### src/rtl/exmem_stage.sv
// ---------------------------------------------------------------------------
// exmem_stage -- EX/MEM pipeline register
//
// Sits downstream of the ALU. Captures the ALU result, store data and
// write-back control. Holds the architectural NZVC flags register. Resolves
// B.cond / CBZ / CBNZ into a registered branch_taken. Feeds the memory stage.
//
// Per-edge priority: rst > flush > stall > load. A load with in_valid=0
// inserts a bubble exactly like a flush. A bubble clears every control
// output. It leaves the data registers and flags_q unchanged.
//
// Parameters
//   WORDSIZE   datapath width
//   REGBITS    register-address width
//   CNTBITS    branch statistics counter width (BRANCH_STATS_EN only)
//
// Ports
//   clk, rst                  clock (rising edge), synchronous active-high reset
//   in_valid, stall, flush    stage control
//   alu_res, alu_flags        ALU result and {N,Z,V,C}
//   setflags                  instruction writes NZVC
//   is_bcond, cond            B.cond and its ARM condition code
//   is_cbz, is_cbnz           compare-and-branch (Z of alu_flags decides)
//   target_in                 precomputed branch target
//   store_in, rd_in           store data, destination register
//   regwrite_in, memread_in, memwrite_in   write-back / memory control
//   out_*                     registered stage contents (controls gated by valid)
//   branch_taken, branch_target           registered branch resolution
//   flags_q                   architectural NZVC register
//   br_count, br_taken_count  branch statistics (BRANCH_STATS_EN only)
//
// Configuration macro: BRANCH_STATS_EN
// ---------------------------------------------------------------------------
module exmem_stage #(
  parameter int unsigned WORDSIZE = 64,
  parameter int unsigned REGBITS  = 5,
  parameter int unsigned CNTBITS  = 32
) (
  input  logic                clk,
  input  logic                rst,
  input  logic                in_valid,
  input  logic                stall,
  input  logic                flush,
  input  logic [WORDSIZE-1:0] alu_res,
  input  logic [3:0]          alu_flags,
  input  logic                setflags,
  input  logic                is_bcond,
  input  logic [3:0]          cond,
  input  logic                is_cbz,
  input  logic                is_cbnz,
  input  logic [WORDSIZE-1:0] target_in,
  input  logic [WORDSIZE-1:0] store_in,
  input  logic [REGBITS-1:0]  rd_in,
  input  logic                regwrite_in,
  input  logic                memread_in,
  input  logic                memwrite_in,
  output logic                out_valid,
  output logic [WORDSIZE-1:0] out_res,
  output logic [WORDSIZE-1:0] out_store,
  output logic [REGBITS-1:0]  out_rd,
  output logic                out_regwrite,
  output logic                out_memread,
  output logic                out_memwrite,
  output logic                branch_taken,
  output logic [WORDSIZE-1:0] branch_target,
  output logic [3:0]          flags_q
`ifdef BRANCH_STATS_EN
  ,
  output logic [CNTBITS-1:0]  br_count,
  output logic [CNTBITS-1:0]  br_taken_count
`endif
);

  // Elaboration-time parameter sanity
  if (WORDSIZE == 0 || REGBITS == 0 || CNTBITS == 0) begin : g_param_check
    $error("exmem_stage: WORDSIZE, REGBITS and CNTBITS must be nonzero");
  end

  // Flag bit positions inside {N,Z,V,C}
  localparam int unsigned FLAG_N = 3;
  localparam int unsigned FLAG_Z = 2;
  localparam int unsigned FLAG_V = 1;
  localparam int unsigned FLAG_C = 0;

  // What the stage does on the coming edge (reset handled in the register)
  typedef enum logic [1:0] {
    ACT_HOLD   = 2'd0,
    ACT_BUBBLE = 2'd1,
    ACT_LOAD   = 2'd2
  } action_e;

  // ARM condition codes, grouped in pairs: the odd member negates the even one
  typedef enum logic [2:0] {
    CP_EQ_NE = 3'd0,
    CP_HS_LO = 3'd1,
    CP_MI_PL = 3'd2,
    CP_VS_VC = 3'd3,
    CP_HI_LS = 3'd4,
    CP_GE_LT = 3'd5,
    CP_GT_LE = 3'd6,
    CP_AL_NV = 3'd7
  } cond_pair_e;

  // Evaluate condition code c against flags f
  function automatic logic cond_pass(input logic [3:0] c, input logic [3:0] f);
    logic n, z, v, cy, base;
    n  = f[FLAG_N];
    z  = f[FLAG_Z];
    v  = f[FLAG_V];
    cy = f[FLAG_C];
    case (cond_pair_e'(c[3:1]))
      CP_EQ_NE: base = z;
      CP_HS_LO: base = cy;
      CP_MI_PL: base = n;
      CP_VS_VC: base = v;
      CP_HI_LS: base = cy & ~z;
      CP_GE_LT: base = (n == v);
      CP_GT_LE: base = ~z & (n == v);
      default:  base = 1'b1;
    endcase
    // 0xE and 0xF are both "always": the pair is not inverted
    if (c[0] && (cond_pair_e'(c[3:1]) != CP_AL_NV)) begin
      return ~base;
    end
    return base;
  endfunction

  action_e               action_c;
  logic                  is_branch_c;
  logic                  taken_c;

  logic                  valid_d;
  logic [WORDSIZE-1:0]   res_d;
  logic [WORDSIZE-1:0]   store_d;
  logic [REGBITS-1:0]    rd_d;
  logic                  regwrite_d;
  logic                  memread_d;
  logic                  memwrite_d;
  logic                  taken_d;
  logic [WORDSIZE-1:0]   target_d;
  logic [3:0]            flags_d;

  // Stage action from flush/stall/in_valid
  always_comb begin
    action_c = ACT_LOAD;
    if (flush) begin
      action_c = ACT_BUBBLE;
    end else if (stall) begin
      action_c = ACT_HOLD;
    end else if (!in_valid) begin
      action_c = ACT_BUBBLE;
    end
  end

  // Branch resolution; B.cond reads the flags before this instruction updates them
  always_comb begin
    is_branch_c = is_bcond | is_cbz | is_cbnz;
    taken_c     = (is_cbz   &  alu_flags[FLAG_Z])
                | (is_cbnz  & ~alu_flags[FLAG_Z])
                | (is_bcond &  cond_pass(cond, flags_q));
  end

  // Next-state for the stage registers
  always_comb begin
    valid_d    = out_valid;
    res_d      = out_res;
    store_d    = out_store;
    rd_d       = out_rd;
    regwrite_d = out_regwrite;
    memread_d  = out_memread;
    memwrite_d = out_memwrite;
    taken_d    = branch_taken;
    target_d   = branch_target;
    flags_d    = flags_q;

    case (action_c)
      ACT_BUBBLE: begin
        valid_d    = 1'b0;
        regwrite_d = 1'b0;
        memread_d  = 1'b0;
        memwrite_d = 1'b0;
        taken_d    = 1'b0;
      end
      ACT_LOAD: begin
        valid_d    = 1'b1;
        res_d      = alu_res;
        store_d    = store_in;
        rd_d       = rd_in;
        regwrite_d = regwrite_in;
        memread_d  = memread_in;
        memwrite_d = memwrite_in;
        taken_d    = taken_c;
        target_d   = target_in;
        if (setflags) begin
          flags_d = alu_flags;
        end
      end
      default: begin
      end
    endcase
  end

  // Stage registers
  always_ff @(posedge clk) begin
    if (rst) begin
      out_valid     <= 1'b0;
      out_res       <= '0;
      out_store     <= '0;
      out_rd        <= '0;
      out_regwrite  <= 1'b0;
      out_memread   <= 1'b0;
      out_memwrite  <= 1'b0;
      branch_taken  <= 1'b0;
      branch_target <= '0;
      flags_q       <= '0;
    end else begin
      out_valid     <= valid_d;
      out_res       <= res_d;
      out_store     <= store_d;
      out_rd        <= rd_d;
      out_regwrite  <= regwrite_d;
      out_memread   <= memread_d;
      out_memwrite  <= memwrite_d;
      branch_taken  <= taken_d;
      branch_target <= target_d;
      flags_q       <= flags_d;
    end
  end

`ifdef BRANCH_STATS_EN
  logic [CNTBITS-1:0] br_count_d;
  logic [CNTBITS-1:0] br_taken_count_d;

  // Count loaded valid branches and the taken subset; wrap naturally
  always_comb begin
    br_count_d       = br_count;
    br_taken_count_d = br_taken_count;
    if (action_c == ACT_LOAD && is_branch_c) begin
      br_count_d = br_count + CNTBITS'(1);
      if (taken_c) begin
        br_taken_count_d = br_taken_count + CNTBITS'(1);
      end
    end
  end

  always_ff @(posedge clk) begin
    if (rst) begin
      br_count       <= '0;
      br_taken_count <= '0;
    end else begin
      br_count       <= br_count_d;
      br_taken_count <= br_taken_count_d;
    end
  end
`else
  logic unused_branch_c;
  assign unused_branch_c = is_branch_c;
`endif

endmodule

### config.mk
export PLATFORM = sky130hd
export DESIGN_NAME = exmem_stage
export DESIGN_NICKNAME = d
export VERILOG_FILES = /design/src/rtl/exmem_stage.sv
export SDC_FILE = /design/constraint.sdc
export NUM_CORES = 1
export LEC_CHECK = 0
export BUFFER_PORTS_ARGS = -buffer_cell sky130_fd_sc_hd__buf_4
export CORE_AREA = 2 2 167 169
export CTS_CLUSTER_DIAMETER = 80
export CTS_CLUSTER_SIZE = 20
export DETAILED_ROUTE_END_ITERATION = 10
export DIE_AREA = 0 0 169 171
export GPL_TIMING_DRIVEN = 0
export HOLD_SLACK_MARGIN = 0.08
export PLACE_DENSITY_LB_ADDON = 0.08
export SLEW_MARGIN = 20
export SYNTH_ARGS = -nofsm -noshare
export SYNTH_HDL_FRONTEND = slang
export SYNTH_SLANG_ARGS = --single-unit
### constraint.sdc
create_clock -name clk -period 1.5 [get_ports clk]
set_input_delay 0.15 -clock clk [delete_from_list [all_inputs] [get_ports clk]]
set_output_delay 0.15 -clock clk [all_outputs]
set_load 0.005 [all_outputs]
# After elaboration in Yosys (flattened, before gate mapping)
# Index checks and enable logic that the tools add are counted.
[classes]
n_addsub = 0
multipliers = 0
div = 0
order_cmp = 0
eq_ne = 10
shifts = 0
mux = 12
bitwise = 10
n_reduce_logical = 4
[ops]
columns = ["cell", "n"]
rows = [
  ["$pmux 1 s2", 5],
  ["$eq 3x3->1 const B", 3],
  ["$pmux 1 s7", 1],
  ["$eq 3x2->1 const B", 2],
  ["$mux 2", 3],
  ["$and 1x1->1", 5],
  ["$eq 3x1->1 const B", 1],
  ["$logic_not 3->1", 1],
  ["$mux 1", 3],
  ["$ne 3x3->1 const B", 1],
  ["$not 1->1", 3],
  ["$eq 2x1->1 const B", 1],
  ["$eq 2x2->1 const B", 1],
  ["$or 1x1->1", 2],
  ["$reduce_and 2->1", 1],
  ["$reduce_bool 2->1", 1],
  ["$eq 1x1->1", 1],
  ["$logic_and 1x1->1", 1],
]
[word_totals]
register_bits = 206
latch_bits = 0
ram_bits = 0
rom_bits = 0
in_bits = 217
elab_cells = 46
n_memories = 0

# Longest topological paths before layout
[depth]
word_depth = 9
mapped_depth = 8
depth_no_buf = 7

# Worst setup path after synthesis
# OpenSTA, ideal clock, no wires.
[synth_path]
path_type = "register -> register"
start = "register flags_q[3]"
end = "register branch_taken"
setup_ns = 0.074
t_arrival_ns = 1.413
required_ns = 1.426
setup_slack_ns = 0.012
stages_incl_launch_ff = 6
path_buffers = 0
synth_period_minus_slack_ns = 1.488
cell_sequence = "dfxtp_1 > xnor2_1 > mux2i_1 > o311ai_1 > mux2_1 > a31oi_1"
[synth_between]
elab_chain_cells = 9
[synth_rtl]
columns = ["item", "line_no", "source"]
rows = [
  ["from (decl)", "66", "output logic [3:0] flags_q"],
  ["from (signal assigned)", "226", "flags_q <= flags_d;"],
  ["$eq 1x1->1", "117, 118", ""],
  ["$and 1x1->1", "118", "CP_GT_LE: base = ~z & (n == v);"],
  ["$pmux 1 s7 *", "111", "case (cond_pair_e'(c[3:1]))"],
  ["$not 1->1", "123", "return ~base;"],
  ["$mux 1", "122", "if (c[0] && (cond_pair_e'(c[3:1]) != CP_AL_NV)) begin"],
  ["$mux 1 *", "125", "return base;"],
  ["$and 1x1->1 *", "160", "| (is_bcond & cond_pass(cond, flags_q));"],
  ["$or 1x1->1 *", "160", ""],
  ["$pmux 1 s2 *", "176", "case (action_c)"],
  ["to (signal assigned)", "224", "branch_taken <= taken_d;"],
  ["to (decl)", "64", "output logic branch_taken,"],
]
# Every way passes the cells marked *; elsewhere a longest branch is shown, timed or not. The select of a mux whose other input is x is not followed.
# A chain may end at the register's enable or synchronous reset.

# Worst setup path in the final report
# Ends and elaborated chain as after synthesis.

==> reports/metrics.csv <==
metric;value;unit
HP Class;in2reg;
Syn Nets;910;
Final ANT Viol Nets;0;
CTS sink count;206;
Met1 Wirelength;10490;um
run status;finished clean;
Final Power;0.01107;W
Post-DP HPWL;19170;um
xor and xnor area share after synthesis;0.1193;%
Pwr Density;816.1;nW/um^2
Clock Skews;12.39;ps
Clock Path Buffers;3;
CP max FO;4;
antenna violations before repair;0;
Crit. End Element;register;
critical-path cell list;xnor2_2, mux2i_1, o311ai_2, mux2_4, a31oi_1;
utilization after layout;49.65;%
GRT Total Usage;16.98;%
Adder-Cell Fraction of Synth Area;0.1704;%
Core Rows;61;
r2r startpoint;flags_q[3]$_SDFFE_PP0P_;
reg2reg setup slack;40;ps
CP Launch Type;register;
hold slack;111.9;ps
Synth area leader;dfxtp_1;
synthesized instance count;692;
TritonCTS Buffers;14;
vias in the first global route;7118;
Reg-to-Reg End;branch_taken$_SDFFE_PP0P_;
WL met3;2082;um
Peak Freq;0.6844;GHz
WHS Path Cells;5;
cell area after layout;13570;um^2
I/O pins;423;
library cells used by synthesis;27;
Area contributors post-synth;dfxtp_1 (56%), mux2i_1 (27%), nor2_1 (10%);
fin nets;1559;
CTS tree;yes;
Layout fillers;2594;
post-synthesis sequential area ratio;56.16;%
Top Metal Used;met4;
compound-gate portion of the synthesized area;1.465;%
multi-input logic area;3023;um^2
Pleak;5.825;nW
FF+latch area;4131;um^2
clock share of power;35.8;%
placed cell area;10940;um^2
main combinational cell family by area after synthesis;multiplexers;
Detailed Route Iter0 Violations;229;
Synth Register Bits;206;
H-tree depth;1;
mux share of post-synthesis cell area;27.50;%
top cell type's share of synthesized area;56.16;%
syn_area_per_cell;10.61;um^2
cell at the slowest stage of the critical path;dfxtp_4;
WL final;26140;um
Min Clock Period, post-route;1461;ps
Post-Syn Area;7343;um^2
Crit Path Category;reg2reg;
die area;28900;um^2
I/O Buffers;421;
vias per cell;4.200;
vias;7115;
P_int;0.008526;W
# Max-Cap Violations;0;
die span in y;171;um
Worst EP required;1900;ps
first-pass detailed-route iteration total;4;
Residual DRC;0;
fin crit share;97.41;%
Pins Over Slew Limit;0;
Max IR drop VDD;0.7156;mV
pre-CTS setup slack;-533.9;ps
Worst Hold Launch;cond[0];
switching share of power;22.99;%
worst stage delay on the critical path;370;ps
Area Overhead vs Synth;84.75;%
met2 wire length;13000;um
Clock transition at path regs;90;ps
combinational power share;13.5;%
Root Buffer Master;clkbuf_16;
Initial Util;26.88;%
WHS Endpoint;branch_taken$_SDFFE_PP0P_;
part of the power in registers;50.7;%
sw power;0.002545;W
WL/cell;15.43;um
grt total ovfl;0;
layout cells sized above 1;35.04;%
data arrival time of the worst path;1860;ps
Final Hold Viols;0;
Core Area;27320;um^2
reg2reg path depth;5;
pin slew with the least headroom to its limit;662.4;ps
fin worst setup slack;38.87;ps
Placer Congestion;0.7207;
Die W;169;um
RSZ-0062 raised after global routing;yes;
final setup fails;0;
first-pass GRT wire length;39160;um
largest net degree at the start of global routing;21;
Slew headroom;55.84;%
Yosys warnings;0;
Skew-Pair Late Insertion Delay;480;ps
Post-Synth Simple-Gate Area;11.65;%
## metrics by stage
stage | TNS (ps) | cells
final | 0 | 1694
after global routing | -12.10 | 1693
after CTS | 0 | 1693
after detailed placement | -86510 | 1459
after global placement | -81110 | 1459
after floorplan | 0 | 692
## final cells by class
cell class                 instances  area share (%)
antenna                            1         0.01845
buffer                            46           1.881
clock buffer                      20           3.126
clock inverter                     2         0.07378
inverter                           2         0.05534
multi-input combinational        438           22.28
sequential                       206           30.45
tap                              346           3.191
timing repair buffer             633           38.92
## timing repair
action / 4_1_cts / 5_1_grt
setup endpoints to repair: 4 / 167
resized for setup: 4 / 23
cloned: 0 / 0
pin swaps: 1 / 3
hold buffers: 211 / 0
endpoints found under the hold margin: 205 / 0
buffers inserted: 1 / 0
## flip-flops by register name, summed over array words and instances, names as in the netlist
signal         count
out_valid          1
branch_target     64
out_memwrite       1
out_rd             5
out_regwrite       1
flags_q            4
out_store         64
out_memread        1
out_res           64
branch_taken       1
## cell usage after synthesis, drive strengths merged
| library cell | n |
|---|---|
| a211o | 1 |
| a21o | 1 |
| a21oi | 7 |
| a221oi | 1 |
| a22oi | 3 |
| a311oi | 1 |
| a31oi | 1 |
| and2b | 1 |
| buf | 23 |
| clkbuf | 23 |
| dfxtp | 206 |
| ha | 1 |
| inv | 2 |
| mux2 | 1 |
| mux2i | 198 |
| mux4 | 1 |
| nand2 | 6 |
| nand3 | 4 |
| nand3b | 1 |
| nor2 | 203 |
| nor2b | 1 |
| nor3 | 1 |
| nor3b | 2 |
| nor4b | 1 |
| o311ai | 1 |
| xnor2 | 1 |
## layout by cell type (no fill, tap or decap), types with 6 or more instances in the layout
| cell type | count |
|---|---|
| dfxtp_1 | 204 |
| mux2i_1 | 198 |
| a21oi_1 | 7 |
| nor2_1 | 203 |
| nand2_1 | 6 |
| clkbuf_4 | 17 |
| buf_4 | 424 |
| clkbuf_16 | 15 |
| clkbuf_1 | 25 |
| dlygate4sd3_1 | 211 |
## critical path, delay by kind of cell (launching register included)
family	cells	cell delay [ps]
compound gates	2	420
mux	2	430
xor+xnor	1	160
flops	1	370
## per-layer routing
layer  up-vias  GRT usage [%]
li1       3598              -
met4         0          3.976
met2       264          30.77
met5         -              0
met3        28          5.043
met1      3225          19.69
## worst max path at each step
stage,to,from,slack [ps],depth (start not counted)
final,branch_taken$_SDFFE_PP0P_,flags_q[3]$_SDFFE_PP0P_,40,5
after global routing,branch_taken$_SDFFE_PP0P_,flags_q[3]$_SDFFE_PP0P_,-10,5
after CTS,out_res[57]$_SDFFE_PP0P_,stall,8,8
after detailed placement,branch_target[10]$_SDFFE_PP0P_,stall,-530,8
after global placement,branch_target[10]$_SDFFE_PP0P_,stall,-500,8
after floorplan,branch_taken$_SDFFE_PP0P_,flags_q[3]$_SDFFE_PP0P_,10,5
## power groups by stage
| stage | Combinational [W] | Sequential (W) | Clock [W] |
|---|---|---|---|
| after floorplan | 0.000328 | 0.00575 | 0 |
| after global placement | 0.00103 | 0.00574 | 0 |
| after detailed placement | 0.00103 | 0.00574 | 0 |
| after CTS | 0.00150 | 0.00561 | 0.00415 |
| after global routing | 0.00162 | 0.00562 | 0.00433 |
| final | 0.00150 | 0.00561 | 0.00397 |
## cells by family after synthesis
family	Yosys count
multiplexers	200
XOR/XNOR	1
AND/OR/NAND/NOR	220
flip-flops	206
AO/OA/AOI/OAI	16
buffers and inverters	48
adder cells (fa/ha/maj)	1
Power figures use the tool's default switching activity.
